==> config.mk <==
export PLATFORM = sky130hd
export DESIGN_NAME = core_run_sequencer
export DESIGN_NICKNAME = d
export VERILOG_FILES = /design/src/rtl/core_run_sequencer.sv
export SDC_FILE = /design/constraint.sdc
export NUM_CORES = 1
export LEC_CHECK = 0
export ABC_CLOCK_PERIOD_IN_PS = 2650
export CORE_MARGIN = 2
export CORE_UTILIZATION = 30
export CTS_CLUSTER_SIZE = 16
export DETAILED_ROUTE_END_ITERATION = 16
export PLACE_DENSITY_LB_ADDON = 0.3
export SLEW_MARGIN = 20
export SYNTH_ARGS = -nofsm -noshare
export SYNTH_HDL_FRONTEND = slang
export SYNTH_SLANG_ARGS = --single-unit
export TNS_END_PERCENT = 50
==> constraint.sdc <==
create_clock -name clock -period 2.65 [get_ports clock]
set_clock_uncertainty 0.1 [all_clocks]
set_input_delay 0.3975 -clock clock [delete_from_list [all_inputs] [get_ports clock]]
set_output_delay 0.3975 -clock clock [all_outputs]
set_load 0.01 [all_outputs]
==> src/rtl/core_run_sequencer.sv <==
// Host run controller: turns a go pulse into a core req pulse, then times the run until ack or timeout.
// Define CORE_RUN_SEQ_STATS_EN to add run_count / min_cycles / max_cycles statistics outputs.
module core_run_sequencer #(
    parameter int                    CYCLE_BITS = 16,
    parameter int                    REQ_CYCLES = 2,
    parameter logic [CYCLE_BITS-1:0] TIMEOUT    = 16'hFFFF
) (
    input  logic                  clock,
    input  logic                  reset_n,
    input  logic                  go,
    output logic                  req,
    input  logic                  ack,
    output logic                  busy,
    output logic                  done,
    output logic                  timeout,
    output logic [CYCLE_BITS-1:0] cycles
`ifdef CORE_RUN_SEQ_STATS_EN
    ,
    output logic [15:0]           run_count,
    output logic [CYCLE_BITS-1:0] min_cycles,
    output logic [CYCLE_BITS-1:0] max_cycles
`endif
);

    // state  | meaning
    // IDLE   | after reset, waiting for go
    // LAUNCH | req held high for REQ_CYCLES cycles, ack ignored
    // RUN    | counting non-ack cycles until ack or timeout
    // DONE   | result and flags held until the next go

    typedef enum logic [1:0] {
        S_IDLE,
        S_LAUNCH,
        S_RUN,
        S_DONE
    } state_t;

    localparam int                REQ_W    = (REQ_CYCLES > 1) ? $clog2(REQ_CYCLES) : 1;
    localparam logic [REQ_W-1:0]  REQ_LAST = REQ_W'(REQ_CYCLES - 1);

    state_t                  state, state_nxt;
    logic [1:0]              rst_sync;
    logic [REQ_W-1:0]        req_cnt, req_cnt_nxt;
    logic [CYCLE_BITS-1:0]   run_cnt, run_cnt_nxt, cycles_nxt;
    logic                    req_nxt, busy_nxt, done_nxt, timeout_nxt;

    // Launches are blocked until the reset release has passed through both sync flops.
    always_ff @(posedge clock or negedge reset_n) begin
        if (!reset_n) begin
            rst_sync <= 2'b00;
        end else begin
            rst_sync <= {rst_sync[0], 1'b1};
        end
    end

    always_ff @(posedge clock or negedge reset_n) begin
        if (!reset_n) begin
            state   <= S_IDLE;
            req_cnt <= '0;
            run_cnt <= '0;
            cycles  <= '0;
            req     <= 1'b0;
            busy    <= 1'b0;
            done    <= 1'b0;
            timeout <= 1'b0;
        end else begin
            state   <= state_nxt;
            req_cnt <= req_cnt_nxt;
            run_cnt <= run_cnt_nxt;
            cycles  <= cycles_nxt;
            req     <= req_nxt;
            busy    <= busy_nxt;
            done    <= done_nxt;
            timeout <= timeout_nxt;
        end
    end

    always_comb begin
        state_nxt   = state;
        req_cnt_nxt = req_cnt;
        run_cnt_nxt = run_cnt;
        cycles_nxt  = cycles;
        req_nxt     = 1'b0;
        busy_nxt    = 1'b0;
        done_nxt    = done;
        timeout_nxt = timeout;
        case (state)
            S_IDLE, S_DONE: begin
                if (go && rst_sync[1]) begin
                    state_nxt   = S_LAUNCH;
                    req_cnt_nxt = '0;
                    cycles_nxt  = '0;
                    done_nxt    = 1'b0;
                    timeout_nxt = 1'b0;
                    req_nxt     = 1'b1;
                    busy_nxt    = 1'b1;
                end
            end
            S_LAUNCH: begin
                busy_nxt = 1'b1;
                if (req_cnt == REQ_LAST) begin
                    state_nxt   = S_RUN;
                    run_cnt_nxt = '0;
                end else begin
                    req_cnt_nxt = req_cnt + 1'b1;
                    req_nxt     = 1'b1;
                end
            end
            S_RUN: begin
                // Completion is checked first so a simultaneous ack beats the timeout.
                if (ack) begin
                    state_nxt  = S_DONE;
                    done_nxt   = 1'b1;
                    cycles_nxt = run_cnt;
                end else if (run_cnt == TIMEOUT) begin
                    state_nxt   = S_DONE;
                    timeout_nxt = 1'b1;
                    cycles_nxt  = TIMEOUT;
                end else begin
                    busy_nxt    = 1'b1;
                    run_cnt_nxt = run_cnt + 1'b1;
                end
            end
            default: state_nxt = S_IDLE;
        endcase
    end

`ifdef CORE_RUN_SEQ_STATS_EN
    always_ff @(posedge clock or negedge reset_n) begin
        if (!reset_n) begin
            run_count  <= '0;
            min_cycles <= '1;
            max_cycles <= '0;
        end else if (state == S_RUN && ack) begin
            if (run_count != 16'hFFFF) begin
                run_count <= run_count + 1'b1;
            end
            if (run_cnt < min_cycles) begin
                min_cycles <= run_cnt;
            end
            if (run_cnt > max_cycles) begin
                max_cycles <= run_cnt;
            end
        end
    end
`else
    // Without statistics the sequencer carries no extra state.
`endif

endmodule

* Word level (Yosys, flattened, before mapping)
Cells that the tools add are included.
** Storage, ports and cells
- Flip-flop bits (word level) :: 41
- Output and inout bits :: 20
- Logic and storage cells :: 61
** Operators by class
- $add $sub $neg :: 2
- Equal/unequal tests :: 11
- Muxes and demuxes :: 27
- Reduce and logical (&&, ||, !) cells :: 12
** Operator list (count)
- $mux 16 :: 6
- $pmux 16 s2 :: 2
- $add 16x1->16 const B :: 1
- $eq 16x16->1 const B :: 1
- $ne 2x2->1 const B :: 6
- $mux 1 :: 9
- $reduce_and 3->1 :: 3
- $mux 2 :: 4
- $pmux 1 s2 :: 4
- $reduce_and 4->1 :: 2
- $pmux 2 s3 :: 1
- $reduce_bool 2->1 :: 3
- $eq 2x2->1 const B :: 2
- $ne 3x3->1 const B :: 1
- $pmux 1 s3 :: 1
- $eq 2x1->1 const B :: 1
- $logic_not 2->1 :: 1
- $reduce_and 2->1 :: 1
- $reduce_or 2->1 :: 1
- $add 1x1->1 const B :: 1
- $logic_and 1x1->1 :: 1

* Depth between registers and ports, before layout
- Depth after elaboration :: 4
- Depth in mapped cells :: 7
- Gate-level depth less buffers :: 6

* Worst setup path after synthesis
OpenSTA, ideal clock, no wires.
- Path kind :: reg2reg
- Start :: register run_cnt[0]
- End :: register cycles[0]
- Library setup time :: 0.079 ns
- Data arrival time :: 1.943 ns
- Required time :: 2.471 ns
- Setup slack :: 0.528 ns
- Cell stages (with the launch flop) :: 8
- Clock period less this slack :: 2.122 ns
- Cell sequence :: dfrtp_1 > ha_1 > nand3_1 > or4_1 > buf_2 > a21boi_4 > buf_6 > a2bb2oi_1
** On the way
- Cells in the longest elaborated chain, start to end :: 3
** RTL lines
- start: declaration :: line 44 : logic [CYCLE_BITS-1:0] run_cnt, run_cnt_nxt, cycles_nxt;
- start signal: assignment :: line 69 : run_cnt <= run_cnt_nxt;
- $eq 16x16->1 :: line 115 : end else if (run_cnt == TIMEOUT) begin
- $ne 3x3->1 (no source line)
- $reduce_and 3->1 (no source line)
- end signal: assignment :: line 70 : cycles <= cycles_nxt;
- end: declaration :: line 16 : output logic [CYCLE_BITS-1:0] cycles
Several ways; a longest one is shown, not always the timed one.
A chain may end at the register's enable or synchronous reset.

* Final worst setup path
- Start :: register run_cnt[0]
- End :: register run_cnt[3]
** On the way
- Cells in the longest elaborated chain, start to end :: 4
** RTL lines
- $add 16x1->16 :: line 121 : run_cnt_nxt = run_cnt + 1'b1;
- $mux 16 :: line 115
- $mux 16 :: line 111 : if (ack) begin
- $pmux 16 s2 :: line 87 : case (state)
Several ways; a longest one is shown, not always the timed one. The select of a mux whose other input is x is not followed.

==> flow_summary.toml <==
[run_status]
status = "complete, no violations"

[cts]
h-tree-depth = 2
postCtsSetupBuffers = 0
tritoncts_num_sinks = 41
cts-root-buf = "sky130_fd_sc_hd__clkbuf_8"
clk_transition_reported_paths_ns = 0.08
cts_tree = "done"
cts_hold_repair.buffers = 0
tritoncts.num_buffers = 5
cts_max_path_buffers = 2
gates_resized_cts_repair = 0
clock_latency_ns = 0.30

[critical_path]
crit_path_end_kind = "flop"
critPathMaxStageDelay_ns = 0.76
crit_path_max_delay_cell_type = "sky130_fd_sc_hd__or4_1"
timing.rr.start = "run_cnt[0]"
minimum_setup_slack_among_reg_to_reg_paths_ns = 0.34
critical_path_peak_fanout = 10
worst_ep_arrival_time_ns = 2.35
path_class = "flop to flop"
worst_r2r_endpoint = "run_cnt[3]"
crit_chain = "ha_1 -> nand3_1 -> or4_1 -> nand2_1 -> o311ai_0"
crit_required_ns = 2.69
nature_of_the_critical_path_startpoint = "flop"
worstRegToRegCells = 5

[sta]
shortest_period_the_worst_path_allows_ns = 2.307
final_max_slew_viol_count = 0
maxSlewHeadroom = 0.3789
worst_pin_slew_ns = 0.9316
layout_setup_ws_ns = 0.3427
finalHoldViolCount = 0
report.final.setup_viol = 0
rsz_0062_raised_after_global_routing = "false"
final_min_period_over_clock_period = 0.8707
setup_tns_ns = 0
max_clock_freq_mhz = 433.4
fin_hold_ws_ns = 0.1328

[global_route]
via_count_of_the_first_global_routing_pass = 1691
globalRouteOverflowTotal = 0
maximum_number_of_pins_on_one_net_before_global_route_repair = 42
antenna_found_initial = 0
grt_pass1_wl_um = 8459
grt_util_all_layers = 0.1433

[synthesis]
post_synth_inst_count = 204
post_synth.cell_area_avg_um2 = 9.967
synthesis.area_um2 = 2033
edff_count_synth = 0
synth_seq_cells = 41
ys_warn_count = 0
postSynth.topFlopCell = "sky130_fd_sc_hd__dfrtp_1"
synth.net_count = 211
async_flop_share = 1.000
synth_sequential_area_ratio = 0.5046
netlist-cell-type-count = 43

[worst_hold_path]
min-delay-path-class = "input pin to asynchronous set/reset pin"

[floorplanning]
area_of_the_core_um2 = 6681
rows = 30
die_x_um = 86.33
initial_utilization = 0.3043
dieArea_um2 = 7452
die_y_um = 86.33
i_o_pin_count = 24

[power_and_ir_drop]
ir_worst_vdd_v = 0.0004539
cellPowerDensity_nw_per_um2 = 898.1
p_total_mw = 2.240
leakage_nw = 0.9832

[drt]
vias_per_cell = 5.568
detailedRoute.firstPassIterationCount = 4
routed-via-count = 1765
postRouteWirelength_um = 5035
avgRoutedWirePerCell_um = 15.88
drt-initial-drc-count = 111
drc = 0
postRouteAntennaNets = 0

[layout]
post_route_cells_drive_above_1_share = 0.1055
area_delta_synth_final_pct = 22.65
layout.nets = 244
antenna_cells_inserted = 0
non_filler_cells_final = 317

[placed_design]
globalplace.congestion = 0.8522
post-place-cells = 310
dp_worst_setup_slack_ns = 0.3659
placement.io_buffers = 23
dp_hpwl_um = 3398

[job]
drv_cap = 0
## per-stage QoR
| stage | utilization | instance area (µm²) |
|---|---|---|
| 6_report | 0.3732 | 2494 |
| 5_1_grt | 0.3732 | 2494 |
| 4_1_cts | 0.3732 | 2494 |
| 3_5_place_dp | 0.3603 | 2407 |
| 3_3_place_gp | 0.3603 | 2407 |
| 2_1_floorplan | - | 2033 |
## worst max-delay path: cells and delay by family, from the launching register on
family | cells | cell delay, ns
simple gates | 3 | 1.18
compound gates | 1 | 0.21
flops | 1 | 0.43
fa+ha+maj | 1 | 0.23
## worst max path at each step
stage                     from    endpoint  slack, ns
detailed placement  run_cnt[0]  run_cnt[3]       0.37
floorplan           run_cnt[0]   cycles[0]       0.53
finish              run_cnt[0]  run_cnt[3]       0.34
global route        run_cnt[0]  run_cnt[3]       0.17
global placement    run_cnt[0]  run_cnt[3]       0.38
CTS                 run_cnt[0]  run_cnt[3]       0.35
## metal layers
layer / track usage / wire, µm / vias up
met5: 0 / 0 / -
met4: 0.05114 / 68 / 0
met2: 0.2091 / 2283 / 36
met1: 0.2066 / 2469 / 879
li1: - / - / 844
met3: 0.03524 / 214 / 6
## synthesized netlist by cell type, types with 3 or more instances
library cell | n | area [µm²]
sky130_fd_sc_hd__nand2b_1 | 5 | 31.28
sky130_fd_sc_hd__nor2_1 | 9 | 33.78
sky130_fd_sc_hd__nand3_1 | 9 | 45.04
sky130_fd_sc_hd__nor3_1 | 4 | 20.02
sky130_fd_sc_hd__ha_1 | 3 | 37.54
sky130_fd_sc_hd__nand4_1 | 7 | 43.79
sky130_fd_sc_hd__o21ai_0 | 25 | 125.1
sky130_fd_sc_hd__nor4_1 | 4 | 25.02
sky130_fd_sc_hd__dfrtp_1 | 41 | 1026
sky130_fd_sc_hd__clkbuf_1 | 5 | 18.77
sky130_fd_sc_hd__a2bb2oi_1 | 16 | 140.1
sky130_fd_sc_hd__nand2_1 | 9 | 33.78
sky130_fd_sc_hd__a31oi_1 | 10 | 62.56
sky130_fd_sc_hd__o311ai_0 | 5 | 43.79
sky130_fd_sc_hd__nor2b_1 | 3 | 18.77
sky130_fd_sc_hd__a21oi_1 | 6 | 30.03
sky130_fd_sc_hd__inv_1 | 9 | 33.78
## power breakdown
part / internal, mW / switching [mW] / leakage, nW
Clock: 0.207 / 0.217 / 0.0443
Sequential: 0.789 / 0.106 / 0.535
Combinational: 0.472 / 0.449 / 0.404
Total: 1.47 / 0.772 / 0.983
## kinds of logic (layout without fill, tap and decap cells)
group | Yosys count | after routing | synth area share
muxes | 1 | 1 | 0.004923
and+or+nand+nor | 56 | 56 | 0.1471
other | 1 | 1 | 0.001844
AOI/OAI and AO/OA | 81 | 81 | 0.2788
adders and majority gates | 3 | 3 | 0.01846
buffers and inverters | 21 | 54 | 0.04430
DFF | 41 | 41 | 0.5046
## flip-flops by register name (all words and copies together), names as in the netlist
register,count
cycles,16
run_cnt,16
rst_sync,2
state,2
busy,1
done,1
req,1
req_cnt,1
timeout,1
## cell usage in the layout, fill, tap and decap left out, types with 5 or more instances in the layout
| cell | netlist | final |
|---|---|---|
| sky130_fd_sc_hd__buf_4 | 0 | 13 |
| sky130_fd_sc_hd__nand3_1 | 9 | 9 |
| sky130_fd_sc_hd__nand2_1 | 9 | 9 |
| sky130_fd_sc_hd__clkbuf_8 | 0 | 6 |
| sky130_fd_sc_hd__nand2b_1 | 5 | 5 |
| sky130_fd_sc_hd__a2bb2oi_1 | 16 | 16 |
| sky130_fd_sc_hd__inv_1 | 9 | 9 |
| sky130_fd_sc_hd__dfrtp_1 | 41 | 41 |
| sky130_fd_sc_hd__a31oi_1 | 10 | 10 |
| sky130_fd_sc_hd__a21oi_1 | 6 | 6 |
| sky130_fd_sc_hd__nand4_1 | 7 | 7 |
| sky130_fd_sc_hd__clkdlybuf4s50_1 | 0 | 22 |
| sky130_fd_sc_hd__o21ai_0 | 25 | 25 |
| sky130_fd_sc_hd__o311ai_0 | 5 | 5 |
| sky130_fd_sc_hd__nor2_1 | 9 | 9 |
## final cells by class
type	count	area, µm²
Inverter	11	41.29
Clock buffer	7	86.33
Fill cell	700	4188
Multi-Input combinational cell	142	917.1
Tap cell	80	100.1
Sequential cell	41	1026
Timing Repair Buffer	36	322.8
Power figures use the tool's default switching activity.
